## src/rtl/dffr_pipe_pkg.sv

```systemverilog
// Shared definitions for the dffr_pipe elastic register pipeline.
// Holds the default geometry and the occupancy-counter width helper,
// which both the interface and the top need to agree on.
package dffr_pipe_pkg;

  localparam int DEF_WIDTH = 8;
  localparam int DEF_DEPTH = 4;

  // The occupancy counter must represent 0..depth inclusive.
  function automatic int cnt_w(input int depth);
    return $clog2(depth + 1);
  endfunction

endpackage

```

## src/rtl/dffr_pipe_if.sv

```systemverilog
// Valid/ready bus of the dffr_pipe pipeline.
// Ports (signals):
//   in_valid/in_ready/in_data     upstream handshake into stage 0
//   out_valid/out_ready/out_data  downstream handshake from the last stage
//   count                         number of valid stages (0..DEPTH)
// Modports: master = producer/consumer side, slave = the pipeline.
interface dffr_pipe_if
  import dffr_pipe_pkg::*;
#(
  parameter int WIDTH = DEF_WIDTH,
  parameter int DEPTH = DEF_DEPTH
);

  logic                      in_valid;
  logic                      in_ready;
  logic [WIDTH-1:0]          in_data;
  logic                      out_valid;
  logic                      out_ready;
  logic [WIDTH-1:0]          out_data;
  logic [cnt_w(DEPTH)-1:0]   count;

  modport master (
    output in_valid, in_data, out_ready,
    input  in_ready, out_valid, out_data, count
  );

  modport slave (
    input  in_valid, in_data, out_ready,
    output in_ready, out_valid, out_data, count
  );

endinterface

```

## src/rtl/dffr_pipe_stage.sv

```systemverilog
// One pipeline stage: a valid flag plus WIDTH data flops.
// Ports:
//   clk, r_n   clock, async active-low reset (clears valid and data)
//   en         stage advances this cycle
//   clr        synchronous flush of the valid flag (data kept)
//   v_in,d_in  upstream stage contents
//   v, d       this stage's contents
module dffr_pipe_stage #(
  parameter int WIDTH = 8
) (
  input  logic             clk,
  input  logic             r_n,
  input  logic             en,
  input  logic             clr,
  input  logic             v_in,
  input  logic [WIDTH-1:0] d_in,
  output logic             v,
  output logic [WIDTH-1:0] d
);

  always_ff @(posedge clk or negedge r_n) begin
    if (!r_n) begin
      v <= 1'b0;
      d <= '0;
    end else begin
      if (clr) begin
        v <= 1'b0;
      end else if (en) begin
        v <= v_in;
      end
      // Data only moves with a real beat, so a loaded bubble leaves the
      // previous payload in place and garbage on an idle input never lands.
      if (en && v_in && !clr) begin
        d <= d_in;
      end
    end
  end

endmodule

```

## src/rtl/dffr_pipe.sv

```systemverilog
// Elastic register pipeline: DEPTH stages of WIDTH-bit flops with
// valid/ready flow control, optional bubble collapsing, flush and occupancy.
// Ports:
//   clk    clock, all state on posedge
//   r_n    async active-low reset (release synchronised externally)
//   clr    synchronous flush of all stages, highest priority
//   bus    dffr_pipe_if slave: in_* handshake, out_* handshake, count
// out_data is the last stage register; out_ready reaches in_ready
// combinationally through the enable chain.
module dffr_pipe
  import dffr_pipe_pkg::*;
#(
  parameter int WIDTH    = DEF_WIDTH,
  parameter int DEPTH    = DEF_DEPTH,
  parameter int COLLAPSE = 1
) (
  input  logic       clk,
  input  logic       r_n,
  input  logic       clr,
  dffr_pipe_if.slave bus
);

  localparam int CW = cnt_w(DEPTH);

  logic [DEPTH-1:0] v;
  logic [DEPTH-1:0] en;
  logic [WIDTH-1:0] d [DEPTH];
  logic             acc;
  logic [CW-1:0]    count_q;
  logic             in_fire;
  logic             out_fire;

  // Enable chain built from the output end backwards. With collapsing, a
  // stage advances when it is empty or its successor is taking its beat;
  // otherwise the whole pipe moves together unless the last stage is stuck.
  always_comb begin
    en  = '0;
    acc = bus.out_ready;
    for (int i = DEPTH - 1; i >= 0; i--) begin
      if (COLLAPSE != 0) begin
        en[i] = ~v[i] | acc;
      end else begin
        en[i] = bus.out_ready | ~v[DEPTH-1];
      end
      acc = en[i];
    end
  end

  for (genvar i = 0; i < DEPTH; i++) begin : g_stage
    logic             v_up;
    logic [WIDTH-1:0] d_up;

    if (i == 0) begin : g_head
      assign v_up = bus.in_valid;
      assign d_up = bus.in_data;
    end else begin : g_body
      assign v_up = v[i-1];
      assign d_up = d[i-1];
    end

    dffr_pipe_stage #(.WIDTH(WIDTH)) u_stage (
      .clk  (clk),
      .r_n  (r_n),
      .en   (en[i]),
      .clr  (clr),
      .v_in (v_up),
      .d_in (d_up),
      .v    (v[i]),
      .d    (d[i])
    );
  end

  // clr blocks both handshakes so nothing fires in the flush cycle;
  // r_n gating keeps in_ready low for the whole time reset is held.
  assign bus.in_ready  = en[0] & ~clr & r_n;
  assign bus.out_valid = v[DEPTH-1] & ~clr;
  assign bus.out_data  = d[DEPTH-1];

  assign in_fire  = bus.in_valid & bus.in_ready;
  assign out_fire = bus.out_valid & bus.out_ready;

  always_ff @(posedge clk or negedge r_n) begin
    if (!r_n) begin
      count_q <= '0;
    end else if (clr) begin
      count_q <= '0;
    end else if (in_fire && !out_fire) begin
      count_q <= count_q + 1'b1;
    end else if (out_fire && !in_fire) begin
      count_q <= count_q - 1'b1;
    end
  end

  assign bus.count = count_q;

endmodule
```

## src/flat_wrapper.sv

```systemverilog
// flat-port wrapper written by rule: the top's interface ports become plain ports
module dffr_pipe_flat import dffr_pipe_pkg::*;
#(
  parameter int WIDTH    = DEF_WIDTH,
  parameter int DEPTH    = DEF_DEPTH,
  parameter int COLLAPSE = 1
)
  (clk, r_n, clr, bus_in_valid, bus_in_data, bus_out_ready, bus_in_ready, bus_out_valid, bus_out_data, bus_count);
  dffr_pipe_if #(.WIDTH(WIDTH), .DEPTH(DEPTH)) bus_i ();
  input  logic clk;
  input  logic r_n;
  input  logic clr;
  input wire logic [$bits(bus_i.in_valid)-1:0] bus_in_valid;
  input wire logic [$bits(bus_i.in_data)-1:0] bus_in_data;
  input wire logic [$bits(bus_i.out_ready)-1:0] bus_out_ready;
  output wire logic [$bits(bus_i.in_ready)-1:0] bus_in_ready;
  output wire logic [$bits(bus_i.out_valid)-1:0] bus_out_valid;
  output wire logic [$bits(bus_i.out_data)-1:0] bus_out_data;
  output wire logic [$bits(bus_i.count)-1:0] bus_count;
  assign bus_i.in_valid = bus_in_valid;
  assign bus_i.in_data = bus_in_data;
  assign bus_i.out_ready = bus_out_ready;
  assign bus_in_ready = bus_i.in_ready;
  assign bus_out_valid = bus_i.out_valid;
  assign bus_out_data = bus_i.out_data;
  assign bus_count = bus_i.count;
  dffr_pipe #(.WIDTH(WIDTH), .DEPTH(DEPTH), .COLLAPSE(COLLAPSE)) u_core (.clk(clk), .r_n(r_n), .clr(clr), .bus(bus_i));
endmodule
```

## config.mk

```make
export PLATFORM = sky130hd
export DESIGN_NAME = dffr_pipe_flat
export DESIGN_NICKNAME = d
export VERILOG_FILES = /design/src/rtl/dffr_pipe_pkg.sv /design/src/rtl/dffr_pipe_if.sv /design/src/rtl/dffr_pipe_stage.sv /design/src/rtl/dffr_pipe.sv /design/src/flat_wrapper.sv
export SDC_FILE = /design/constraint.sdc
export NUM_CORES = 1
export LEC_CHECK = 0
export BUFFER_PORTS_ARGS = -buffer_cell sky130_fd_sc_hd__buf_2
export CORE_ASPECT_RATIO = 1.4
export CORE_MARGIN = 2
export CORE_UTILIZATION = 30
export DETAILED_ROUTE_END_ITERATION = 10
export PLACE_DENSITY = 0.55
export SYNTH_ARGS = -nofsm -noshare
export SYNTH_HDL_FRONTEND = slang
export SYNTH_SLANG_ARGS = --single-unit
```

## constraint.sdc

```tcl
create_clock -name clk -period 4.1 [get_ports clk]
set_clock_uncertainty 0.1 [all_clocks]
set_input_delay 0.82 -clock clk [delete_from_list [all_inputs] [get_ports clk]]
set_output_delay 0.82 -clock clk [all_outputs]
set_load 0.03 [all_outputs]
```

# ---- Word-level counts from Yosys, hierarchy flattened
# Index checks and enable logic that the tools add are counted.
dict set report classes {
  bitwise 14
  n_mux 11
  n_addsub 2
  reduce_logical 18
}
# op n
set op_table {}
lappend op_table {{$logic_and A1 B1 Y1} 10}
lappend op_table {{$mux W3} 3}
lappend op_table {{$mux W1} 8}
lappend op_table {{$reduce_bool A2 Y1} 4}
lappend op_table {{$and A1 B1 Y1} 5}
lappend op_table {{$not A1 Y1} 5}
lappend op_table {{$or A1 B1 Y1} 4}
lappend op_table {{$add A3 B1 Y3 const B} 1}
lappend op_table {{$logic_not A1 Y1} 3}
lappend op_table {{$reduce_bool A3 Y1} 1}
lappend op_table {{$sub A3 B1 Y3 const B} 1}
dict set report word_totals {
  input_bits 13
  out_inout_bits 13
  ff_bits 39
}

# ---- Depth between registers and ports, before layout
dict set report logic_depth {
  depth_word 13
  mapped_depth 6
}

# ---- Cells and area by module
# A second synthesis with hierarchy kept.
dict set report hier_totals {
  cells_unflattened 114
  hier_area_um2 1690.4
}
# module seq_area_each_um2 cells_each area_per_inst_um2 n_inst
set by_module_without_submodules {}
lappend by_module_without_submodules {dffr_pipe_stage 225.2 20 349.1 4}
lappend by_module_without_submodules {dffr_pipe 75.1 34 294.0 1}

# ---- Least setup slack after synthesis
# No wires, ideal clock.
dict set report synth_path {
  path_type {input to output}
  start {input clr}
  end {output bus_out_valid}
  path_slack_ps 1686
  arrival_ps 1494
  path_stages 2
  required_ps 3180
  cell_sequence {clkbuf_1 nor2b_1}
}
dict set report synth_between {
  elab_chain_len 2
}
# item line_no
set synth_rtl {}
lappend synth_rtl {{start: declaration} flat_wrapper.sv:12} ;# input logic clr;
lappend synth_rtl {{$not A1 Y1} dffr_pipe.sv:76} ;# assign bus.out_valid = v[DEPTH-1] & ~clr;
lappend synth_rtl {{$and A1 B1 Y1} dffr_pipe.sv:76}
lappend synth_rtl {{end: declaration} flat_wrapper.sv:17} ;# output wire logic [$bits(bus_i.out_valid)-1:0] bus_out_valid;
# Every way passes these cells.

# ---- Final worst setup path
dict set report layout_path {
  start {input bus_out_ready}
  end {output bus_in_ready}
}
dict set report layout_between {
  elab_chain_len 6
}
# item line_no
set layout_rtl {}
lappend layout_rtl {{start: declaration} flat_wrapper.sv:15} ;# input wire logic [$bits(bus_i.out_ready)-1:0] bus_out_ready;
lappend layout_rtl {{$or A1 B1 Y1} -}
lappend layout_rtl {{$or A1 B1 Y1 (3 in series)} dffr_pipe.sv:41} ;# en[i] = ~v[i] | acc;
lappend layout_rtl {{$and A1 B1 Y1 (2 in series)} dffr_pipe.sv:75} ;# assign bus.in_ready = en[0] & ~clr & r_n;
lappend layout_rtl {{end: declaration} flat_wrapper.sv:16} ;# output wire logic [$bits(bus_i.in_ready)-1:0] bus_in_ready;
# Every way passes these cells.

==> flow_summary.toml <==
[run_status]
status = "finished clean"

[logic_synthesis]
syn_area_um2 = 1658
syn_nets = 128
synth_cells = 114
avgSynthCellArea_um2 = 14.54
synth-seq-area-share_pct = 58.87
async_flop_share_pct = 100.0
yosysWarnings = 0
ys_types = 24
synth-edff-count = 0
ys_ff_latch = 39
ys.flop_type = "dfrtp_1"

[clock_network]
path_clk_slew_ns = 0.06
clock_latency_ns = 0.28
clock-sinks = 39
cts_buffers = 5
cts_resized = 0
tritoncts = "done"
cts_max_level = 2
cts_root_buf = "clkbuf_8"
cts_buffer_depth = 2
cts_setup_buffers = 0
postCtsHoldBufs = 0

[grt]
antenna_found_initial = 0
first_global_vias = 1086
grt_pass1_wl_um = 4754
grt_max_degree = 41
grt.total_usage_pct = 10.23
grt.overflow.total = 0

[sta]
finalHoldViolCount = 0
setup_viol = 0
tightestPinTransition_ns = 0.4819
finalWorstSetupSlack_ns = 1.500
min_period_ns = 2.600
fmax_mhz = 384.6
rsz0062_at_grt = "false"
drv_slew = 0
period_share_pct = 63.42
tns_ns = 0
slew-limit-headroom_pct = 67.87

[layout]
layout_commonest_cell = "dfrtp_1"
final_area_um2 = 1949
area_delta_synth_final_pct = 17.58
fillers = 548
layout_common_cells = "dfrtp_1, buf_2, mux2_2"
insertedDiodeCount = 0
finalNetCount = 158
drive_above_1_share_pct = 46.90

[detailed_routing]
wl_per_cell_um = 12.79
routed_via_density = 4.469
drtAntennaViolNets = 0
vias = 952
firstDrtPassIters = 4
routed_wirelength_um = 2725
drcViolationCount = 0
drt_iter0_drc = 8

[placed_design]
gp_routability_congestion = 0.6887
place_ws_ns = 1.494
hpwl_um = 2041
io_buffers = 25
dpl_cell_area_um2 = 1849

[worst_setup_path]
cp_num_buf_inv = 2
endpoint = "bus_in_ready"
crit_chain = "buf_2 -> and4b_4 -> a21oi_1 -> and2_1 -> buf_2"
cp.depth = 5
endpoint_kind = "output pin"
worstPathRequired_ns = 3.18
crit_top_cell = "buf_2"
start_kind = "input port"
critical_path.top_delay_family = "simple AND/OR/NAND/NOR gates"
reg2reg_depth = 6
r2r_setup_slack_ns = 2.17
cp-startpoint = "bus_out_ready"
crit_path_top_delay_cell = "and4b_4"
crit_arrival_ns = 1.68
crit_path_max_fanout = 5
r2r_end = "u_core.bus.count[2]"
crit_type = "input port to output pin"
crit-reg2reg-launch = "u_core.g_stage[2].u_stage.v"
cp_slowest_stage_delay_ns = 0.33

[die]
die_y_um = 91.96
chipWidth_um = 66.83
core_um2 = 5405
io_pins = 26
initial_core_util_pct = 30.67
die_area_um2 = 6145
num_rows = 32

[run]
max-cap-violations = 0

[power_and_ir_drop]
irDropWorstVdd_mv = 0.1783
p_leak_nw = 0.9174
p_per_area_nw_per_um2 = 543.5
finalPower_mw = 1.059

[worst_hold_path]
hp-class = "flip-flop to flip-flop"
[registers in the layout (all words and copies together), names as in the netlist]
signal	cells
u_core.g_stage.u_stage.d	32
u_core.bus.count	3
u_core.g_stage.u_stage.v	4
[worst min-delay path by stage]
stage	from	endpoint	slack, ns	cells after the start
after CTS	u_core.g_stage[2].u_stage.d[0]	u_core.g_stage[3].u_stage.d[0]	0.41	1
after global routing	u_core.g_stage[2].u_stage.d[5]	u_core.g_stage[2].u_stage.d[5]	0.43	1
after global placement	u_core.g_stage[2].u_stage.d[4]	u_core.g_stage[2].u_stage.d[4]	0.38	1
after floorplan	u_core.g_stage[2].u_stage.d[0]	u_core.g_stage[3].u_stage.d[0]	0.37	1
after detailed placement	u_core.g_stage[2].u_stage.d[0]	u_core.g_stage[3].u_stage.d[0]	0.39	1
final	u_core.g_stage[0].u_stage.d[4]	u_core.g_stage[1].u_stage.d[4]	0.40	1
[synthesized netlist by cell type (2+ instances only)]
cell type	count	area [um2]
nor3_1	7	35.03
a21oi_1	4	20.02
and2_1	3	18.77
nand2_1	2	7.510
dfrtp_1	39	975.9
mux2_4	9	135.1
mux2_2	23	259.0
nand3b_1	2	15.01
buf_6	2	22.52
nor2_1	7	26.28
o21a_1	2	15.01
inv_1	2	7.510
[kinds of logic after synthesis]
group	count (synthesis)	share of synthesized area, %
muxes	32	23.77
adders and majority gates	1	1.208
buffers and inverters	5	2.038
AOI/OAI and AO/OA	9	3.698
and+or+nand+nor	28	10.42
DFF	39	58.87
[through the flow]
stage / instances / util [%] / hold WS, ns
global placement: 205 / 34.21 / 0.3849
CTS: 213 / 36.06 / 0.4066
finish: 213 / 36.06 / 0.4045
floorplan: 114 / - / 0.3737
detailed placement: 205 / 34.21 / 0.3901
global route: 213 / 36.06 / 0.4263
[final cells by class]
cell class              count  area [um2]  share of cell area, %
clock buffers               8       100.1                  5.135
inverters                   2       7.507                 0.3851
multi-input cells          70       648.1                  33.25
flip-flops and latches     39       975.9                  50.06
well taps                  68       85.08                  4.365
repair buffers             26       132.6                  6.804
[metal layers]
| metal | part of all wire (%) | wire (um) | up-vias | GRT usage (%) |
|---|---|---|---|---|
| li1 | - | - | 463 | - |
| met1 | 40 | 1099 | 468 | 11.67 |
| met2 | 53 | 1449 | 16 | 16.58 |
| met3 | 4.1 | 111 | 5 | 2.945 |
| met4 | 2.3 | 63 | 0 | 6.122 |
| met5 | 0 | 0 | - | 0 |
[where the power goes]
group | internal [mW] | leakage, nW | switching, mW | total, mW
registers | 0.485 | 0.485 | 0.0538 | 0.538
logic | 0.121 | 0.381 | 0.126 | 0.247
clock network | 0.153 | 0.0515 | 0.121 | 0.274
total | 0.759 | 0.917 | 0.301 | 1.06
Note: power is estimated with default switching activity, not from simulation.
